File: src/rtl/oumux_sched_2_5.sv
// oumux_sched_2_5
// Routes a single source stream to one of five destination kernels
// (codes 0..4 -> k8, k9, k13, k14, k15). Each transfer is set up by a command
// and lasts a fixed number of beats.
//
// Ports
//   clk, reset        : single clock; synchronous active-high reset
//   cmd_valid/ready   : command handshake. cmd_dest selects the destination code;
//                       cmd_len gives the beat count, where 0 means 2^LENW beats
//   s_dat/valid/ready : source stream
//   d_dat             : source data broadcast to every destination, no latency
//   d_valid/d_ready   : per-destination handshake, bit i belongs to code i
//   sel               : registered select for the output mux; holds its value in IDLE
//   abort             : cancels the active transfer
//   busy              : high while a transfer is active
//   done, err         : single-cycle status pulses
//   beat_cnt          : wrapping count of beats delivered since reset
module oumux_sched_2_5 #(
  parameter int DW   = 512,
  parameter int LENW = 8
) (
  input  logic            clk,
  input  logic            reset,
  input  logic            cmd_valid,
  output logic            cmd_ready,
  input  logic [2:0]      cmd_dest,
  input  logic [LENW-1:0] cmd_len,
  input  logic [DW-1:0]   s_dat,
  input  logic            s_valid,
  output logic            s_ready,
  output logic [DW-1:0]   d_dat,
  output logic [4:0]      d_valid,
  input  logic [4:0]      d_ready,
  output logic [3:0]      sel,
  input  logic            abort,
  output logic            busy,
  output logic            done,
  output logic            err,
  output logic [15:0]     beat_cnt
);

  typedef enum logic [0:0] {
    IDLE = 1'b0,
    XFER = 1'b1
  } state_t;

  state_t          state_r;
  state_t          state_nx_s;
  // One bit wider than cmd_len so that 2^LENW beats can be represented.
  logic [LENW:0]   remaining_r;
  logic [LENW:0]   remaining_nx_s;
  logic [3:0]      sel_r;
  logic [3:0]      sel_nx_s;
  logic [15:0]     beat_cnt_r;
  logic            done_r;
  logic            err_r;
  logic            busy_r;
  logic            done_nx_s;
  logic            err_nx_s;
  logic [4:0]      sel_oh_s;
  logic            xfer_s;
  logic            beat_s;
  logic            last_s;
  logic            cmd_acc_s;
  logic            dest_ok_s;

  // Handshake decode. Reset gates every combinational handshake output.
  always_comb begin
    sel_oh_s = 5'd0;
    if (sel_r < 4'd5) begin
      sel_oh_s = 5'd1 << sel_r;
    end else begin
      sel_oh_s = 5'd0;
    end
    xfer_s    = (state_r == XFER) && !reset;
    cmd_ready = (state_r == IDLE) && !reset;
    // Only the selected destination's ready is looked at.
    s_ready   = xfer_s && ((d_ready & sel_oh_s) != 5'd0);
    d_valid   = (xfer_s && s_valid) ? sel_oh_s : 5'd0;
    beat_s    = s_valid && s_ready;
    last_s    = beat_s && (remaining_r == {{LENW{1'b0}}, 1'b1});
    cmd_acc_s = cmd_valid && cmd_ready;
    dest_ok_s = (cmd_dest <= 3'd4);
  end

  // Next-state logic and transfer bookkeeping.
  always_comb begin
    state_nx_s     = state_r;
    sel_nx_s       = sel_r;
    remaining_nx_s = remaining_r;
    done_nx_s      = 1'b0;
    err_nx_s       = 1'b0;
    case (state_r)
      IDLE: begin
        if (cmd_acc_s && dest_ok_s) begin
          state_nx_s     = XFER;
          sel_nx_s       = {1'b0, cmd_dest};
          remaining_nx_s = (cmd_len == {LENW{1'b0}}) ? {1'b1, {LENW{1'b0}}}
                                                     : {1'b0, cmd_len};
        end else if (cmd_acc_s) begin
          // A bad destination code is consumed and dropped; sel keeps its value.
          err_nx_s = 1'b1;
        end else begin
          state_nx_s = IDLE;
        end
      end
      XFER: begin
        if (beat_s) begin
          remaining_nx_s = remaining_r - {{LENW{1'b0}}, 1'b1};
        end else begin
          remaining_nx_s = remaining_r;
        end
        // The final beat wins over a coincident abort.
        if (last_s) begin
          state_nx_s = IDLE;
          done_nx_s  = 1'b1;
        end else if (abort) begin
          state_nx_s = IDLE;
          err_nx_s   = 1'b1;
        end else begin
          state_nx_s = XFER;
        end
      end
      default: begin
        state_nx_s = IDLE;
      end
    endcase
  end

  // State register.
  always_ff @(posedge clk) begin
    if (reset) begin
      state_r <= IDLE;
    end else begin
      state_r <= state_nx_s;
    end
  end

  // Select, beat budget, status pulses and the running beat counter.
  always_ff @(posedge clk) begin
    if (reset) begin
      sel_r       <= 4'd0;
      remaining_r <= {(LENW+1){1'b0}};
      beat_cnt_r  <= 16'd0;
      done_r      <= 1'b0;
      err_r       <= 1'b0;
      busy_r      <= 1'b0;
    end else begin
      sel_r       <= sel_nx_s;
      remaining_r <= remaining_nx_s;
      done_r      <= done_nx_s;
      err_r       <= err_nx_s;
      busy_r      <= (state_nx_s == XFER);
      if (beat_s) begin
        beat_cnt_r <= beat_cnt_r + 16'd1;
      end else begin
        beat_cnt_r <= beat_cnt_r;
      end
    end
  end

  assign d_dat    = s_dat;
  assign sel      = sel_r;
  assign busy     = busy_r;
  assign done     = done_r;
  assign err      = err_r;
  assign beat_cnt = beat_cnt_r;

endmodule

File: config.mk
export PLATFORM = sky130hd
export DESIGN_NAME = oumux_sched_2_5
export DESIGN_NICKNAME = d
export VERILOG_FILES = /design/src/rtl/oumux_sched_2_5.sv
export SDC_FILE = /design/constraint.sdc
export NUM_CORES = 1
export LEC_CHECK = 0
export BUFFER_PORTS_ARGS = -buffer_cell sky130_fd_sc_hd__buf_4
export CORE_AREA = 2 2 420 422
export CTS_BUF_LIST = sky130_fd_sc_hd__clkbuf_4
export DETAILED_ROUTE_END_ITERATION = 16
export DIE_AREA = 0 0 422 424
export PLACE_DENSITY = 0.3
export SLEW_MARGIN = 0
export SYNTH_ARGS = -nofsm -noshare
export SYNTH_HDL_FRONTEND = slang
export SYNTH_SLANG_ARGS = --single-unit
File: constraint.sdc
create_clock -name clk -period 2.7 [get_ports clk]
set_input_delay 0.54 -clock clk [delete_from_list [all_inputs] [get_ports clk]]
set_output_delay 0.54 -clock clk [all_outputs]
set_load 0.02 [all_outputs]
* Word level (Yosys, flattened, before mapping) *
Index checks and enable logic that the tools add are counted.

operators by class
  order comparisons = 2
  reductions and logical operators = 14
  muxes and demuxes = 16
  shifts and indexed selects = 1
  add/sub/neg operators = 2
  bitwise operators = 2
  equality and inequality tests = 3

operator list
  kind                                                                 number
  9-bit two-way mux                                                    3
  9-bit one-hot mux with 2 select lines                                1
  16-bit by 1-bit adder with 16-bit output (second input constant)     1
  5-bit two-way mux                                                    2
  9-bit by 1-bit == test with 1-bit output (second input constant)     1
  9-bit by 1-bit subtractor with 9-bit output (second input constant)  1
  1-bit logical AND                                                    8
  8-bit logical NOT                                                    1
  1-bit two-way mux                                                    8
  5-bit bitwise AND                                                    1
  5-bit nonzero test                                                   1
  1-bit by 3-bit << shifter with 5-bit output (first input constant)   1
  2-bit by 1-bit != test with 1-bit output (second input constant)     2
  1-bit one-hot mux with 2 select lines                                2
  2-bit AND reduction                                                  2
  3-bit less-or-equal comparator (second input constant)               1
  3-bit < comparator (second input constant)                           1
  2-bit OR reduction                                                   1
  1-bit logical NOT                                                    1
  1-bit inverter                                                       1

storage, ports and cells
  input bits = 533
  logic and storage cells = 46
  flip-flop bits (word level) = 31
  output and inout port bits = 542

* Depth between registers and ports, before layout *
  depth after elaboration = 9
  depth in mapped cells = 8
  depth with buffers taken out = 7

* Worst setup path after synthesis *
Ideal clock, no wire load.

  path kind = flip-flop to flip-flop
  from = reg sel_r[1] (netlist: sel[1])
  to = reg remaining_r[0]
  required time = 2.632 ns
  arrival time = 1.962 ns
  setup time = 0.068 ns
  cell stages (with the launch flop) = 9
  path buffers = 3
  period minus slack after synthesis = 2.030 ns
  path slack = 0.670 ns
  path through = dfxtp_1 buf_6 mux2_4 a32o_1 buf_6 o31ai_4 buf_6 o21ai_2 a21oi_2

between the ends
  longest elaborated chain between the ends = 8
  elaborated cells between the ends (all ways) = 9
  classes of those cells = order compare (1); eq/ne (1); shift (1); mux (1); bitwise (1); reduce/logical (4)

ends and longest elaborated chain
  element                                                                            RTL line  RTL
  from (decl)                                                                        52        logic [3:0] sel_r;
  from (signal assigned)                                                             149       sel_r <= sel_nx_s;
  3-bit < comparator or 1-bit by 3-bit << shifter with 5-bit output (tied branches)  70, 71
  5-bit two-way mux (*)                                                              70        if (sel_r < 4'd5) begin
  5-bit bitwise AND (*)                                                              78        s_ready = xfer_s && ((d_ready & sel_oh_s) != 5'd0);
  5-bit nonzero test (*)                                                             78
  1-bit logical AND (*)                                                              78
  1-bit logical AND (*)                                                              80        beat_s = s_valid && s_ready;
  2-bit by 1-bit != test with 1-bit output (no line) (*)                             -
  2-bit AND reduction (no line) (*)                                                  -
  to (signal assigned)                                                               143       remaining_r <= {(LENW+1){1'b0}};
  to (signal assigned)                                                               150       remaining_r <= remaining_nx_s;
  to (decl)                                                                          50        logic [LENW:0] remaining_r;

Every way passes the cells marked *; elsewhere a longest branch is shown, timed or not.
A chain may end at the register's enable or synchronous reset.

* Worst setup path in the final report *
  from = reg sel_r[1] (netlist: sel[1])
  to = out s_ready

between the ends
  longest elaborated chain between the ends = 5
  elaborated cells between the ends (all ways) = 6
  classes of those cells = order compare (1); shift (1); mux (1); bitwise (1); reduce/logical (2)

ends and longest elaborated chain
  element                                                                            RTL line  RTL
  3-bit < comparator or 1-bit by 3-bit << shifter with 5-bit output (tied branches)  70, 71
  5-bit two-way mux (*)                                                              70
  5-bit bitwise AND (*)                                                              78
  5-bit nonzero test (*)                                                             78
  1-bit logical AND (*)                                                              78
  to (decl)                                                                          30        output logic s_ready,

Marked as above.

==> results.txt <==
Hold Buf Count CTS: 0
Layout Skew: 0.0140 ns
cells on worst reg2reg path: 7
die area: 179000 µm²
status: complete, no violations
fin. max-slew vios: 0
average size of a mapped cell: 7.71 µm²
clock buffer depth: 2
Startpoint Class: flop
CP required: 2.16 ns
slowest CP cell: dfxtp_2
Final Hold Vio Count: 0
xor/xnor share of the synthesized area: 1.57%
dpl hpwl: 72700 µm
Post-Synth Simple-Gate Area: 7.61%
layout cell share with drive strength beyond 1: 30.1%
Critical R2R Capture: beat_cnt[12]
initial cell density of the core: 3.19%
DRT antenna net count: 0
Clk Latency, worst-skew pair: 0.41 ns
Chip Width: 422 µm
vias per cell: 1.10
pre-CTS setup slack: -0.280 ns
crit-path cells: mux2_4 > a32o_1 > nor2_1 > nor2_1 > buf_4 > buf_4
CP top delay family: flip-flops
Port Buf Inserts: 49
WL per Instance: 29.4 µm
GPL Wtd Cong: 0.839
Syn Inst Count: 723
core area: 175000 µm²
largest family of logic cells by synthesized area: buffers and inverters
minimum clock period: 2.61 ns
Tcrit/Tclk final: 96.7%
Root Buffer: clkbuf_4
post-synthesis mux area share: 0.808%
vias: 2858
Max VDD drop: 125 µV
crit path from: sel[1]
grt ovf: 0
CP bufs+invs: 2
Clk pin slew, worst setup/hold paths: 0.13 ns
data arrival time of the worst path: 2.07 ns
first-pass GRT wire length: 82500 µm
Synth cell types: 46
Post-Syn Area: 5570 µm²
total wire length: 76600 µm
Synth Flop Type: dfxtp_1
reg-to-reg slack, setup: 0.50 ns
#FFs+latches synth: 31
CTS tree: done
CP endpoint kind: output pin
max-cap viol count: 0
syn nets: 1259
sequential-to-total area share from yosys stat: 11.1%
Crit Path Max Fanout: 9
EDFF count, synth: 0
CP Depth: 6
fin nets: 801
most frequent cells in the layout: 60 x buf_4, 29 x dfxtp_1, 23 x nor2_1
worst r2r src: sel[0]
CP max stage delay: 0.46 ns
H-tree depth: 2
largest net degree at the start of global routing: 27
initial antenna violation count: 8
cell area after layout: 5110 µm²
Final Worst Setup Slack: 0.0887 ns
min-delay worst type: in -> reg
adder-cell share of the synthesized area: 0.673%
Num CTS Buffers: 5
Sink Count: 31
area delta synth->final: -8.40%
row cnt: 154
most common cell after layout, fill and taps aside: buf_4
Setup violations, final: 0
1st-pass router iterations: 4
crit path capture: s_ready
Syn. warnings: 0
critical path class: reg -> out
Power per Cell Area: 212 nW/µm²
total track usage: 8.18%
placed cell area: 5030 µm²
vias in the first global route: 2726
leakage dissipation: 0.921 nW
Compound-Gate Fraction of Synth Area: 7.05%
number of DRC markers in iteration 0: 179
DIE HEIGHT: 424 µm
asr flop ratio synth: 0%
Ports: 1075
FMAX: 383 MHz
RSZ-0062 raised after global routing: false
Remaining DRCs: 0
[cell type report]
| cell class | count | area, µm² |
|---|---|---|
| multi-input cells | 156 | 1000 |
| repair buffers | 60 | 450 |
| clock inverters | 1 | 5.00 |
| inverters | 11 | 41.3 |
| diodes | 1 | 2.50 |
| flip-flops and latches | 31 | 623 |
| clock buffers | 7 | 52.6 |
| fillers | 21000 | 170000 |
| well taps | 2340 | 2930 |
[worst min path at each step]
stage,slack [ns],from,cells after the start,endpoint
finish,0.34,abort,2,busy
global route,0.31,abort,2,busy
CTS,0.26,abort,2,busy
detailed placement,0.46,remaining_r[7],2,remaining_r[7]
global placement,0.46,remaining_r[7],2,remaining_r[7]
floorplan,0.45,remaining_r[7],2,remaining_r[7]
[state kept, by name, indices dropped and copies added, names as in the netlist]
name / flops
busy: 1
err: 1
beat_cnt: 16
remaining_r: 9
done: 1
sel: 3
[through the flow]
step	power [mW]	utilization, %	hold WS, ns	instances	setup TNS (ns)
after floorplan	1.74	-	0.447	723	0
after global placement	0.755	2.87	0.463	2597	-0.827
after detailed placement	0.754	2.87	0.465	2597	-0.744
after CTS	1.14	2.92	0.256	2606	0
after global routing	1.15	2.92	0.309	2607	0
final	1.08	2.92	0.341	2607	0
[repair_timing]
| action | CTS | global route |
|---|---|---|
| setup endpoints to repair | 6 | 0 |
| endpoints found under the hold margin | 0 | 0 |
| setup buffers | 1 | 0 |
| gates resized for setup | 4 | 0 |
[layer usage]
layer | vias to the layer above | share of wire (%) | track usage [%]
met5 | - | 0.20 | 0.591
met4 | 6 | 2.6 | 2.42
met3 | 113 | 39 | 15.1
met2 | 744 | 45 | 12.6
met1 | 1117 | 13 | 3.14
li1 | 878 | - | -
[synth_stat cells, types with 3 or more instances]
cell,instances,area [µm²]
buf_4,513,3850
dfxtp_1,31,621
nor2_1,23,86.3
a21oi_1,17,85.1
o21ai_0,12,60.1
inv_1,10,37.5
nor3_1,8,40.0
or3_1,8,50.1
xor2_1,8,70.1
clkbuf_1,7,26.3
nand2_1,7,26.3
nand3_1,6,30.0
nor4_1,6,37.5
o32ai_1,6,52.6
and3_1,5,31.3
o211ai_1,5,37.5
a211oi_1,3,22.5
buf_6,3,33.8
ha_1,3,37.5
mux2i_1,3,30.0
nand4_1,3,18.8
o2111ai_1,3,26.3
or4_1,3,22.5
[where the power goes]
part / leakage, nW / internal (mW) / switching, mW / total (mW)
logic: 0.633 / 0.0935 / 0.152 / 0.245
registers: 0.252 / 0.473 / 0.0208 / 0.494
clock network: 0.0361 / 0.121 / 0.220 / 0.342
[cell families after synthesis]
kind of cell               Yosys count
AOI/OAI and AO/OA                   58
xor gates and xnor gates            10
adders and majority gates            3
buffers and inverters              536
DFF                                 31
muxes                                4
other                                1
and+or+nand+nor                     80
Power figures use the tool's default switching activity.
